<file path="src/rtl/sw_ctrl_pkg.sv">
// Shared types and constants for the switch window-detect controller.
package sw_ctrl_pkg;

  typedef enum logic [2:0] {
    ST_IDLE   = 3'd0,
    ST_ARMED  = 3'd1,
    ST_SETTLE = 3'd2,
    ST_MATCH  = 3'd3,
    ST_FAULT  = 3'd4
  } win_state_t;

  localparam logic [7:0] LO_INIT_DEF = 8'd160;
  localparam logic [7:0] HI_INIT_DEF = 8'd185;

  // Width of the settle counter and the saturating hit counter.
  localparam int unsigned CNT_W = $clog2(256);

endpackage

</file>
<file path="src/rtl/range_cmp.sv">
// Inclusive unsigned window comparator: lo <= val <= hi.
module range_cmp #(
  parameter int unsigned WIDTH = 8
) (
  input  logic [WIDTH-1:0] val,
  input  logic [WIDTH-1:0] lo,
  input  logic [WIDTH-1:0] hi,
  output logic             in_range
);

  assign in_range = (val >= lo) && (val <= hi);

endmodule

</file>
<file path="src/rtl/sw_window_ctrl.sv">
// Switch window controller: programmable bounds, settle qualification,
// match LED, fault on inverted window and saturating match counter.
module sw_window_ctrl
  import sw_ctrl_pkg::*;
#(
  parameter int unsigned     WIDTH         = 8,
  parameter int unsigned     STABLE_CYCLES = 4,
  parameter logic [WIDTH-1:0] LO_INIT      = LO_INIT_DEF,
  parameter logic [WIDTH-1:0] HI_INIT      = HI_INIT_DEF
) (
  input  logic             clk,
  input  logic             reset,
  input  logic [WIDTH-1:0] sw,
  input  logic             load_lo,
  input  logic             load_hi,
  input  logic             arm,
  output logic             led,
  output logic             led_armed,
  output logic             led_fault,
  output logic [WIDTH-1:0] lo_q,
  output logic [WIDTH-1:0] hi_q,
  output logic [CNT_W-1:0] hits
);

  win_state_t       r_state;
  win_state_t       w_state_nxt;
  logic [WIDTH-1:0] r_lo, w_lo_nxt;
  logic [WIDTH-1:0] r_hi, w_hi_nxt;
  logic [WIDTH-1:0] r_ref, w_ref_nxt;
  logic [CNT_W-1:0] r_cnt, w_cnt_nxt;
  logic [CNT_W-1:0] r_hits, w_hits_nxt;
  logic             r_led, r_led_armed, r_led_fault;
  logic [WIDTH-1:0] w_cmp_val;
  logic             w_in_range;
  logic             w_settle_ok;

  // In IDLE the switch value is irrelevant, so the comparator checks lo
  // against the window instead; lo in [lo, hi] is exactly "lo <= hi".
  assign w_cmp_val = (r_state == ST_IDLE) ? r_lo : sw;

  range_cmp #(.WIDTH(WIDTH)) u_range_cmp (
    .val      (w_cmp_val),
    .lo       (r_lo),
    .hi       (r_hi),
    .in_range (w_in_range)
  );

  assign w_settle_ok = w_in_range && (sw == r_ref);

  // Next-state and datapath update decode; arm has priority everywhere.
  always_comb begin
    w_state_nxt = r_state;
    w_lo_nxt    = r_lo;
    w_hi_nxt    = r_hi;
    w_ref_nxt   = r_ref;
    w_cnt_nxt   = r_cnt;
    w_hits_nxt  = r_hits;
    case (r_state)
      ST_IDLE: begin
        if (arm) begin
          if (w_in_range) begin
            w_state_nxt = ST_ARMED;
            w_hits_nxt  = '0;
          end else begin
            w_state_nxt = ST_FAULT;
          end
        end else begin
          if (load_lo) w_lo_nxt = sw;
          if (load_hi) w_hi_nxt = sw;
        end
      end
      ST_ARMED: begin
        if (arm) begin
          w_state_nxt = ST_IDLE;
        end else if (w_in_range) begin
          w_state_nxt = ST_SETTLE;
          w_ref_nxt   = sw;
          w_cnt_nxt   = CNT_W'(1);
        end
      end
      ST_SETTLE: begin
        if (arm) begin
          w_state_nxt = ST_IDLE;
        end else if (w_settle_ok) begin
          w_cnt_nxt = r_cnt + CNT_W'(1);
          if (r_cnt == CNT_W'(STABLE_CYCLES - 1)) begin
            w_state_nxt = ST_MATCH;
            if (r_hits != '1) w_hits_nxt = r_hits + CNT_W'(1);
          end
        end else begin
          w_state_nxt = ST_ARMED;
        end
      end
      ST_MATCH: begin
        if (arm) begin
          w_state_nxt = ST_IDLE;
        end else if (!w_in_range) begin
          w_state_nxt = ST_ARMED;
        end
      end
      ST_FAULT: begin
        if (arm) w_state_nxt = ST_IDLE;
      end
      default: w_state_nxt = ST_IDLE;
    endcase
  end

  // State, datapath and registered status flags.
  always_ff @(posedge clk or posedge reset) begin
    if (reset) begin
      r_state     <= ST_IDLE;
      r_lo        <= LO_INIT;
      r_hi        <= HI_INIT;
      r_ref       <= '0;
      r_cnt       <= '0;
      r_hits      <= '0;
      r_led       <= 1'b0;
      r_led_armed <= 1'b0;
      r_led_fault <= 1'b0;
    end else begin
      r_state     <= w_state_nxt;
      r_lo        <= w_lo_nxt;
      r_hi        <= w_hi_nxt;
      r_ref       <= w_ref_nxt;
      r_cnt       <= w_cnt_nxt;
      r_hits      <= w_hits_nxt;
      r_led       <= (w_state_nxt == ST_MATCH);
      r_led_armed <= (w_state_nxt == ST_ARMED) || (w_state_nxt == ST_SETTLE) ||
                     (w_state_nxt == ST_MATCH);
      r_led_fault <= (w_state_nxt == ST_FAULT);
    end
  end

  assign led       = r_led;
  assign led_armed = r_led_armed;
  assign led_fault = r_led_fault;
  assign lo_q      = r_lo;
  assign hi_q      = r_hi;
  assign hits      = r_hits;

endmodule

</file>
<file path="config.mk">
export PLATFORM = sky130hd
export DESIGN_NAME = sw_window_ctrl
export DESIGN_NICKNAME = d
export VERILOG_FILES = /design/src/rtl/sw_ctrl_pkg.sv /design/src/rtl/range_cmp.sv /design/src/rtl/sw_window_ctrl.sv
export SDC_FILE = /design/constraint.sdc
export NUM_CORES = 1
export LEC_CHECK = 0
export CORE_MARGIN = 4
export CORE_UTILIZATION = 58
export CTS_CLUSTER_SIZE = 24
export DETAILED_ROUTE_END_ITERATION = 6
export PLACE_DENSITY_LB_ADDON = 0.12
export SETUP_SLACK_MARGIN = 0.4
export SLEW_MARGIN = 30
export SYNTH_ARGS = -nofsm -noshare
export SYNTH_HDL_FRONTEND = slang
export SYNTH_SLANG_ARGS = --single-unit
</file>
<file path="constraint.sdc">
create_clock -name clk -period 6.5 [get_ports clk]
set_input_delay 1.3 -clock clk [delete_from_list [all_inputs] [get_ports clk]]
set_output_delay 1.3 -clock clk [all_outputs]
set_load 0.005 [all_outputs]
</file>
==> out/results.tsv, run 1 <==
metric	value	unit
cts_max_level	2	
crit_path_cell_trace	clkdlybuf4s50_1 > mux2_2 > ha_1 > nor2b_1 > o211ai_1 > a211oi_1 > nor4_2 > buf_4 > mux2_2	
syn-instance-count	251	
gp_congestion	0.837	
pre_cts_ws	2120	ps
fin_ws	2400	ps
power.density	451	mW/mm^2
worstSkewPairLatency	300	ps
ys_types	43	
cts_tree	yes	
slowest_stage	nor4_2	
setup_viol	0	
drc	0	
io_buffer_count	39	
timing.final.max_slew_violations	0	
synth_largest_area_cell	dfrtp_1	
grt_use_total	21.5	%
grt_pass1_wl	10200	um
p_leak	1.43	nW
worst-setup-path-type	in -> reg	
area_delta_synth_final	21.6	%
clock.fmax	244	MHz
ctsResizeCount	0	
ant_nets	0	
core	0.00444	mm^2
clkTransAtPathRegs	90	ps
yosys.area_share.xor_xnor	2.59	%
die_height	76.3	um
drv_cap	0	
antenna_cells	0	
hold_buffers	0	
slew_headroom	51.3	%
grt_max_degree	47	
synth_ff_type	dfrtp_1	
route.detailed.wl_per_inst	16.7	um
yosys.area_share.adder	8.33	%
via_count	2099	
worst_path_dominant_cell_family	buffers and inverters	
yosys.area_share.simple	14.7	%
synth_fp_nets	282	
synth_seq_cells	46	
synth_common_cells	39 x dfrtp_1, 32 x mux2_2, 21 x inv_1	
cp_data_required_time	6690	ps
nets	324	
dieArea	0.00582	mm^2
critPathMaxStageDelay	650	ps
drt-total-wl	5780	um
reg2reg_slack	2780	ps
arrival	4290	ps
clock-sinks	46	
yosys_warnings	0	
grt_setup_unrepaired	no	
grt_pass1_vias	2126	
antenna_found_initial	0	
synth_top_family_by_area	simple AND/OR/NAND/NOR gates	
die_w	76.3	um
worst_pin_slew	725	ps
tns	0	ps
async_reset_ff_share	100	%
synth_area_leaders	dfrtp_1 36%, mux2_2 13%, ha_1 8.3%	
seq_area_frac_synth	42.9	%
synth_edf_count	0	
dp_hpwl	4190	um
drt_iter0_markers	128	
syn_area_per_cell	10.8	um^2
synth.top_cell.area_share	36.1	%
worst_setup_path_start_kind	input pin	
root_buffer	clkbuf_8	
cp_common_cell	mux2_2	
grt_overflow	0	
min_period	4100	ps
synth_compound_area_share	13.5	%
fin_crit_sh	63.0	%
io_pins	40	
post_drt_via_cell_ratio	6.07	
status	finished, final reports clean	
cts_max_path_buffers	2	
skew	5.33	ps
synthMuxAreaShare	14.1	%
critPathMaxFanout	10	
rows	24	
synth.most_common_cell	dfrtp_1	
syn-cell-area	0.00271	mm^2
hold_class	reg -> reg	
vdd_ir_drop_max	0.000310	V
endpoint_kind	flip-flop	
crit_buf_inv	2	
numCtsBuffers	5	
postCtsSetupBuffers	0	
drive_gt1_share	19.0	%
hold_viol_final	0	
drt_first_pass_iters	4	
initial_core_util	60.9	%
-- worst reg2reg max path: cells and delay by family, from the launching register on --
kind	cells	cell delay (ps)
multiplexers	2	770
adder cells (fa/ha/maj)	1	290
flip-flops	1	500
AO/OA/AOI/OAI	2	440
buffers and inverters	1	300
AND/OR/NAND/NOR	3	1330
-- routing by layer --
| layer | GRT usage (%) | part of all wire, % | routed length [um] |
|---|---|---|---|
| met1 | 29.0 | 47 | 2720 |
| met4 | 5.98 | 1.5 | 85 |
| met5 | 0 | 0 | 0 |
| met3 | 4.49 | 3.9 | 225 |
| met2 | 35.1 | 48 | 2750 |
-- stage by stage --
stage               util, %  hold slack [ps]  cells  power, mW  area (um^2)
finish                 74.0              540    346       1.48         3290
global route           74.0              559    346       1.61         3290
CTS                    74.0              539    346       1.49         3290
detailed placement     70.8              520    338       1.22         3150
global placement       70.8              510    338       1.20         3150
floorplan                 -              501    251      0.968         2710
-- final timing paths --
kind                                      start              endpoint  cells past startpoint
min                        r_ref[7]$_DFFE_PP0P_  r_ref[7]$_DFFE_PP0P_                      1
max reg2reg                r_state[0]$_DFF_PP0_  r_ref[2]$_DFFE_PP0P_                      9
min reg2reg                r_ref[7]$_DFFE_PP0P_  r_ref[7]$_DFFE_PP0P_                      1
max in group asynchronous                 reset   hi_q[4]$_DFFE_PP1P_                      3
max                                       sw[1]  r_ref[2]$_DFFE_PP0P_                      9
min in group asynchronous                 reset  r_cnt[1]$_DFFE_PP0P_                      3
-- kinds of logic after synthesis --
group,Yosys count
AND/OR/NAND/NOR,62
XOR/XNOR,8
AO/OA/AOI/OAI,56
multiplexers,34
buffers and inverters,27
flip-flops,46
adder cells (fa/ha/maj),18
-- flip-flops by register name, indices dropped and copies added (netlist names) --
name       flops
hi_q           8
r_state        3
r_ref          8
led            1
led_fault      1
hits           8
r_cnt          8
lo_q           8
led_armed      1
-- area by class of cell --
type                            count  area, um^2
Clock buffer                        6        82.6
Sequential cell                    46        1160
Timing Repair Buffer               41         405
Tap cell                           52        65.1
Multi-Input combinational cell    178        1440
Clock inverter                      2        60.1
Inverter                           21        78.8
Fill cell                         339        1150
-- layout by cell type (no fill, tap or decap), types with 6 or more instances in the layout --
cell and n:
dfrtp_1 39, clkdlybuf4s50_1 39, mux2_2 32, inv_1 20, ha_1 18, a21oi_1 15
o31ai_1 11, o21ai_0 10, nand3_1 10, xor2_1 8, or4_1 8, nand2_1 7
dfstp_2 7, clkbuf_8 6
-- where the power goes --
group / internal (mW) / switching, mW / total, mW
Sequential: 0.393 / 0.0806 / 0.473
Clock: 0.164 / 0.0986 / 0.263
Combinational: 0.375 / 0.372 / 0.747
Total: 0.932 / 0.551 / 1.48
Power figures use the tool's default switching activity.
==> run 2, diff against run 1 <==
--- a/config.mk
+++ b/config.mk
@@ -6,7 +6,7 @@
 export NUM_CORES = 1
 export LEC_CHECK = 0
 export CORE_MARGIN = 4
-export CORE_UTILIZATION = 58
+export CORE_UTILIZATION = 54
 export CTS_CLUSTER_SIZE = 24
 export DETAILED_ROUTE_END_ITERATION = 6
 export PLACE_DENSITY_LB_ADDON = 0.12
==> constraint.sdc (replaced) <==
create_clock -name clk -period 4.3 [get_ports clk]
set_input_delay 0.86 -clock clk [delete_from_list [all_inputs] [get_ports clk]]
set_output_delay 0.86 -clock clk [all_outputs]
set_load 0.005 [all_outputs]
==> out/results.tsv, run 2 (synthesis results as in run 1) <==
metric	value	unit	change
status	finished, final reports clean		
ff2ff_path_depth	9		unchanged
clock.fmax	276	MHz	
drt_first_pass_iters	4		unchanged
pre_cts_ws	498	ps	-1620 ps
worst_pin_slew	614	ps	-110 ps
cp_data_required_time	4520	ps	-2170 ps
grt_pass1_wl	9630	um	-5.7%
drc	0		unchanged
clock-sinks	46		unchanged
gp_congestion	0.798		-4.6%
root_buffer	clkbuf_8		
placed_cells	353		+4.4%
power.density	647	mW/mm^2	+44%
ctsResizeCount	0		unchanged
critPathMaxStageDelay	630	ps	-20 ps
slew_headroom	58.9	%	+7.6 points
timing.final.max_slew_violations	0		unchanged
clkTransAtPathRegs	80	ps	about the same
endpoint_kind	flip-flop		
cts_max_level	2		unchanged
slowest_stage	or4_1		
hold_viol_final	0		unchanged
grt_overflow	0		unchanged
area_delta_synth_final	20.1	%	
cp.depth	9		unchanged
numCtsBuffers	5		unchanged
grt_max_degree	47		unchanged
antenna_found_initial	0		unchanged
die_height	78.8	um	+3.3%
drt_iter0_markers	136		+6.3%
final_cells	361		+4.3%
worst_path_dominant_cell_family	simple AND/OR/NAND/NOR gates		
dieArea	0.00621	mm^2	+6.6%
min_from	r_ref[3]$_DFFE_PP0P_		
antenna_cells	0		unchanged
crit_buf_inv	0		-2
rr_startpoint	r_state[0]$_DFF_PP0_		
worstSkewPairLatency	300	ps	about the same
reg2reg_slack	680	ps	-2100 ps
min_period	3620	ps	
drv_cap	0		unchanged
worst_setup_path_start_kind	flip-flop		
grt_pass1_vias	1976		-7.1%
worst-setup-path-type	reg -> reg		
fin_ws	676	ps	-1730 ps
skew	8.32	ps	+3.00 ps
hold_buffers	0		unchanged
route.detailed.wl_per_inst	16.0	um	-4.0%
fill_cells	391		+15%
initial_core_util	56.5	%	-4.3 points
ant_nets	0		unchanged
fin_crit_sh	84.3	%	
whs_path_depth	1		unchanged
rows	25		+4.2%
startpoint	r_state[0]$_DFF_PP0_		
io_buffer_count	39		unchanged
core	0.00479	mm^2	+7.7%
io_pins	40		unchanged
power	2.10	mW	+42%
critPathMaxFanout	17		+7
layout_common_cells	39 x dfrtp_1, 39 x clkdlybuf4s50_1, 32 x mux2_2, 20 x inv_1, 18 x ha_1		
tns	0	ps	unchanged
arrival	3840	ps	-450 ps
grt_setup_unrepaired	no		
postCtsSetupBuffers	0		unchanged
p_leak	1.40	nW	-2.0%
die_w	78.8	um	+3.3%
via_count	2066		-1.6%
setup_viol	0		unchanged
vdd_ir_drop_max	0.000441	V	+42%
cts_tree	yes		
drive_gt1_share	18.4	%	-0.68 points
dp_hpwl	4150	um	-0.93%
cts_max_path_buffers	2		unchanged
min_to	r_ref[3]$_DFFE_PP0P_		
r2r_end	r_cnt[5]$_DFFE_PP0P_		
nets	324		unchanged
drt-total-wl	5790	um	+0.19%
grt_use_total	19.7	%	-1.8 points
regArea	0.00116	mm^2	unchanged
hold_class	reg -> reg		
multi_input_area	0.00144	mm^2	unchanged
crit_path_cell_trace	nor3_4 > mux2_2 > ha_1 > nand4_1 > nor2_1 > a211o_1 > nand4_2 > or4_1 > a21oi_1		
post_drt_via_cell_ratio	5.72		-5.7%
run 2: metal layers:
| metal | vias to the layer above | routed length (um) | track usage, % |
|---|---|---|---|
| met1 | 1000 | 2810 | 27.3 |
| met5 | - | 0 | 0 |
| met2 | 38 | 2690 | 31.4 |
| met4 | 0 | 62 | 5.77 |
| li1 | 1024 | - | - |
| met3 | 4 | 224 | 3.85 |
run 2: cell type report:
type                            count  area share [%]
Clock buffer                        8            2.47
Inverter                           21            2.50
Multi-Input combinational cell    178            44.3
Sequential cell                    46            35.7
Tap cell                           67            2.58
Timing Repair Buffer               41            12.5
run 2: worst max path at each step:
stage	endpoint	slack [ps]
floorplan	r_ref[1]$_DFFE_PP0P_	1100
global placement	r_cnt[5]$_DFFE_PP0P_	540
detailed placement	r_cnt[5]$_DFFE_PP0P_	500
CTS	r_cnt[5]$_DFFE_PP0P_	700
global route	r_cnt[6]$_DFFE_PP0P_	460
finish	r_cnt[5]$_DFFE_PP0P_	680
run 2: worst register-to-register path, stage by stage, from the launching register on:
cell     delay (ps)
dfrtp_1         500
nor3_4          550
mux2_2          420
ha_1            310
nand4_1         210
nor2_1          240
a211o_1         160
nand4_2         360
or4_1           630
a21oi_1         160
run 2: through the flow:
step	area [um^2]	hold slack [ps]	utilization (%)
global placement	3170	510	66.1
CTS	3250	535	67.9
finish	3250	533	67.9
global route	3250	538	67.9
floorplan	2710	501	-
detailed placement	3170	518	66.2
run 2: power breakdown:
part           internal (mW)  leakage [nW]  switching [mW]
clock                  0.116        0.0395           0.140
sequential             0.593         0.585           0.120
combinational          0.566         0.777           0.567
